$ cat config.mk
export PLATFORM = sky130hd
export DESIGN_NAME = z80_bus_initiator
export DESIGN_NICKNAME = d
export VERILOG_FILES = /design/src/rtl/z80_bus_initiator.sv
export SDC_FILE = /design/constraint.sdc
export NUM_CORES = 1
export LEC_CHECK = 0
export BUFFER_PORTS_ARGS = -buffer_cell sky130_fd_sc_hd__buf_2
export CAP_MARGIN = 20
export CORE_MARGIN = 2
export CORE_UTILIZATION = 45
export CTS_CLUSTER_SIZE = 25
export DETAILED_ROUTE_END_ITERATION = 8
export GPL_ROUTABILITY_DRIVEN = 0
export PLACE_DENSITY = 0.78
export SETUP_SLACK_MARGIN = 0.1
export SYNTH_ARGS = -nofsm -noshare
export SYNTH_HDL_FRONTEND = slang
export SYNTH_SLANG_ARGS = --single-unit
$ cat constraint.sdc
create_clock -name clock -period 2.03 [get_ports clock]
set_input_delay 0.3045 -clock clock [delete_from_list [all_inputs] [get_ports clock]]
set_output_delay 0.3045 -clock clock [all_outputs]
set_load 0.02 [all_outputs]
$ cat src/rtl/z80_bus_initiator.sv
// z80_bus_initiator: cycle-level Z80 bus master, one clock per T-state.
// Runs one memory or I/O read/write per accepted request, honours WAIT*,
// and returns read data with a one-cycle done pulse.
// Optional feature macro: WAIT_TIMEOUT_EN. When it is defined, a wait that
// lasts MAX_WAIT TW cycles is force-terminated and flagged with timeout.
module z80_bus_initiator #(
    parameter int unsigned MAX_WAIT = 255
) (
    input  logic        clock,
    input  logic        reset,
    input  logic        req,
    output logic        ready,
    input  logic [1:0]  cmd,
    input  logic [15:0] addr,
    input  logic [7:0]  wdata,
    output logic [7:0]  rdata,
    output logic        done,
    output logic        timeout,
    output logic [15:0] adr,
    output logic [7:0]  dout,
    output logic        dout_oe,
    input  logic [7:0]  din,
    output logic        mreq_b,
    output logic        iorq_b,
    output logic        rd_b,
    output logic        wr_b,
    input  logic        wait_b
);

    typedef enum logic [2:0] {
        S_IDLE,
        S_T1,
        S_T2,
        S_TA,
        S_TW,
        S_T3
    } state_t;

    state_t      r_state;
    state_t      w_next;
    logic [1:0]  r_cmd;
    logic [15:0] r_adr;
    logic [7:0]  r_dout;
    logic [7:0]  r_rdata;
    logic        r_done;
    logic        w_accept;
    logic        w_is_io;
    logic        w_is_wr;
    logic        w_force;

    if (MAX_WAIT == 0 || MAX_WAIT > 65535) begin : g_max_wait_check
        $error("z80_bus_initiator: MAX_WAIT must be in 1..65535");
    end

    assign w_accept = (r_state == S_IDLE) && req;
    assign w_is_io  = r_cmd[1];
    assign w_is_wr  = r_cmd[0];

    assign adr   = r_adr;
    assign dout  = r_dout;
    assign rdata = r_rdata;
    assign done  = r_done;

`ifdef WAIT_TIMEOUT_EN
    localparam logic [15:0] LP_MAX_WAIT = 16'(MAX_WAIT);

    logic [15:0] r_wait_cnt;
    logic        r_forced;
    logic        r_timeout;

    assign timeout = r_timeout;
    // Counter holds the number of TW cycles entered so far, including the current one.
    assign w_force = (r_state == S_TW) && !wait_b && (r_wait_cnt >= LP_MAX_WAIT);

    // Wait-state counter and forced-termination flag for the current transaction.
    always_ff @(posedge clock or posedge reset) begin
        if (reset) begin
            r_wait_cnt <= '0;
            r_forced   <= 1'b0;
            r_timeout  <= 1'b0;
        end else begin
            if (w_accept) begin
                r_wait_cnt <= '0;
                r_forced   <= 1'b0;
            end else begin
                if (w_next == S_TW) begin
                    r_wait_cnt <= r_wait_cnt + 16'd1;
                end
                if (w_force) begin
                    r_forced <= 1'b1;
                end
            end
            r_timeout <= (r_state == S_T3) && r_forced;
        end
    end
`else
    assign timeout = 1'b0;
    assign w_force = 1'b0;
`endif

    // State register.
    always_ff @(posedge clock or posedge reset) begin
        if (reset) begin
            r_state <= S_IDLE;
        end else begin
            r_state <= w_next;
        end
    end

    // Request capture, read-data latch and done pulse.
    always_ff @(posedge clock or posedge reset) begin
        if (reset) begin
            r_cmd   <= '0;
            r_adr   <= '0;
            r_dout  <= '0;
            r_rdata <= '0;
            r_done  <= 1'b0;
        end else begin
            if (w_accept) begin
                r_cmd <= cmd;
                r_adr <= addr;
                if (cmd[0]) begin
                    r_dout <= wdata;
                end
            end
            if ((r_state == S_T3) && !w_is_wr) begin
                r_rdata <= din;
            end
            r_done <= (r_state == S_T3);
        end
    end

    // Next-state logic and bus strobes decoded from the current T-state.
    always_comb begin
        w_next  = r_state;
        ready   = 1'b0;
        mreq_b  = 1'b1;
        iorq_b  = 1'b1;
        rd_b    = 1'b1;
        wr_b    = 1'b1;
        dout_oe = 1'b0;

        case (r_state)
            S_IDLE: begin
                ready = 1'b1;
                if (req) begin
                    w_next = S_T1;
                end
            end
            S_T1: begin
                dout_oe = w_is_wr;
                if (!w_is_io) begin
                    mreq_b = 1'b0;
                    rd_b   = w_is_wr;
                end
                w_next = S_T2;
            end
            S_T2, S_TA, S_TW, S_T3: begin
                dout_oe = w_is_wr;
                mreq_b  = w_is_io;
                iorq_b  = !w_is_io;
                rd_b    = w_is_wr;
                wr_b    = !w_is_wr;
                case (r_state)
                    S_T2: begin
                        if (w_is_io) begin
                            w_next = S_TA;
                        end else if (!wait_b) begin
                            w_next = S_TW;
                        end else begin
                            w_next = S_T3;
                        end
                    end
                    S_TA: begin
                        w_next = wait_b ? S_T3 : S_TW;
                    end
                    S_TW: begin
                        if (wait_b || w_force) begin
                            w_next = S_T3;
                        end
                    end
                    default: begin
                        w_next = S_IDLE;
                    end
                endcase
            end
            default: begin
                w_next = S_IDLE;
            end
        endcase
    end

endmodule

==> results.md <==
* Status: completed
* Nets at 224
* Residual DRC at 0
* Largest family of logic cells by synthesized area: multiplexers
* FP Rows at 21
* Met1 usage at 18.4%
* Worst r2r src: r_state[0]
* Netlist Area Pre-Place at 0.00159 mm2
* Reg clk slew, reported paths at 0.11 ns
* Minimum clock period after layout at 1.76 ns
* Ant diodes at 0
* Worst setup path start: r_state[0]
* Syn Area/Cell at 14.9 um2
* Clk_lat worst skew at 0.33 ns
* LEAKAGE at 1.06 nW
* Worst-path maximum fanout at 9
* Hold Crit Class: in2async
* Synth Area in XOR/XNOR at 0.549%
* Root Driver: clkbuf_4
* Critical path class: reg2out
* Fmax achieved at 0.567 GHz
* Vias in the first global route at 1043
* Total number of vias at 1107
* Min Hold Slack at 0.0614 ns
* Mux share of post-synthesis cell area at 25.8%
* Routed WL at 2.90 mm
* Boundary Pins at 78
* Compound-gate portion of the synthesized area at 2.28%
* Fin cells at 233
* TNS Setup at 0 ns
* RSZ-0062 raised after global routing: false
* First-pass GRT wire length at 4.71 mm
* CTS tree: built
* Post-Synth Simple-Gate Area at 8.24%
* DIE AREA at 0.00403 mm2
* Grt peak-use layer: met2
* Met2 global-route usage at 24.9%
* M3 GR Usage at 5.89%
* Iter 0 DRT Violations at 7
* Clock Skew at 0.00990 ns
* Yosys warns at 0
* CORE AREA at 0.00336 mm2
* Initial Util at 47.4%
* Number of max-cap violations at 0
* Synth Area in Adders at 0%
* CTS H-tree depth at 2
* Count of cell types in the netlist at 27
* Port bufs at 76
* Die Wd at 63.5 um
* Clk sinks at 38
* First-pass DRT Iterations at 3
* Remaining Overflow, GRT at 0
* Drt via density at 4.75
* Remaining antenna violation count at 0
* Crit. End Element: output pin
* Final Max Slew Viols at 0
* Setup Buffers After CTS at 0
* WL/cell at 12.5 um
* Die height at 63.5 um
* CTS Buf Count at 5
* VDD IR max at 0.000765 V
* Syn Nets at 145
* FF+latch count, synth at 38
* Final setup viols at 0
* DP Wirelength at 2.22 mm
* Total power draw at 3.50 mW
* Placed cell count at 225
* CP Launch Type: register
* Worst EP required at 1.73 ns
* Antenna violations before repair at 0
* Cell Chain, Critical Path: nor3_2 > a21oi_1 > and2_1 > buf_2
* Max incr delay on CP at 0.50 ns
* Pin count of the biggest net entering global routing at 39
* Share of layout cells above drive strength 1 at 65.8%
* Total track usage at 15.1%
* Util after Layout at 61.8%
* Post-synthesis instance total at 107
* Endpoints failing hold at 0
* CP arrival at 1.46 ns
* Sequential-to-total area share from yosys stat at 59.7%
* Clk buf depth at 2
* Slowest cell on the critical path: dfrtp_1
* Tcrit/Tclk final at 86.9%
* Layout overhead on the synthesized area at 30.5%
* Pwr per Cell Area at 1680 mW/mm2
critical path, delay by kind of cell, from the launching register on:
| family | cells | cell delay [ns] |
|---|---|---|
| flip-flops | 1 | 0.50 |
| buffers and inverters | 1 | 0.16 |
| AND/OR/NAND/NOR | 2 | 0.41 |
| AO/OA/AOI/OAI | 1 | 0.07 |
metrics by stage:
step | area [um2] | setup WS [ns]
global route | 2080 | 0.147
floorplan | 1590 | 0.272
detailed placement | 2010 | 0.336
global placement | 2010 | 0.404
CTS | 2070 | 0.125
finish | 2080 | 0.266
Yosys cell counts:
master,instances,area share (%)
a21oi_1,3,0.94
a22o_1,1,0.55
and2_1,2,0.78
and3b_1,1,0.55
buf_2,2,0.63
buf_4,1,0.47
buf_6,2,1.4
clkbuf_1,1,0.24
conb_1,1,0.24
dfrtp_1,38,60
inv_1,2,0.47
mux2_2,25,18
mux2_4,8,7.5
mux2i_1,1,0.63
nand2_1,3,0.71
nand2_8,1,1.3
nand2b_1,3,1.2
nand3_1,2,0.63
nand3b_1,1,0.47
nor2_1,1,0.24
nor2b_1,2,0.78
nor3_1,1,0.31
nor4b_2,1,0.94
o21ai_0,1,0.31
o31ai_1,1,0.47
or3_1,1,0.39
xor2_1,1,0.55
cell families after synthesis:
group / after synthesis
AND/OR/NAND/NOR: 19
other: 1
AO/OA/AOI/OAI: 6
flip-flops: 38
buffers and inverters: 8
XOR/XNOR: 1
multiplexers: 34
cell type report:
type,count,area [um2]
repair buffers,78,395
multi-input cells,61,606
well taps,46,57.6
clock buffers,7,55.1
clock inverters,1,5.00
flip-flops and latches,38,953
fillers,283,1280
inverters,2,7.51
cells in the final DEF, fill, tap and decap left out, types with 2 or more instances in the layout:
master	instances
buf_4	2
nor2b_1	2
inv_1	2
and2_1	2
buf_2	76
a21oi_1	3
clkbuf_4	5
mux2_2	25
nand2b_1	3
nand3_1	2
dfrtp_2	2
dfrtp_1	36
nand2_1	3
mux2_4	8
path summary, 6_finish.rpt:
path / to / slack [ns] / cells after the start
worst max-delay path: dout_oe / 0.27 / 4
max in group asynchronous: r_state[2] / 1.62 / 3
worst max register to register: dout[4] / 0.36 / 4
worst min register to register: adr[11] / 0.51 / 1
min in group clock: adr[2] / 0.20 / 2
worst min-delay path: adr[2] / 0.06 / 3
sequential cells by signal (all words and copies together), names as in the netlist:
register / flops
adr: 16
dout: 8
rdata: 8
r_state: 3
r_cmd: 2
done: 1
report_power, final:
part	switching, mW	leakage (nW)	internal, mW
Combinational	0.925	0.572	0.785
Clock	0.218	0.0353	0.168
Sequential	0.268	0.454	1.13
Total	1.41	1.06	2.08
per-layer routing:
layer / wire length (um) / vias up
met3: 254 / 2
met2: 1410 / 54
met1: 1230 / 521
met5: 0 / -
met4: 8 / 0
li1: - / 530
repair_timing:
item | CTS | global route
endpoints found under the setup margin | 0 | 2
hold endpoints to repair | 0 | 0
hold buffers | 0 | 0
gates resized for setup | 0 | 3
Power figures use the tool's default switching activity.
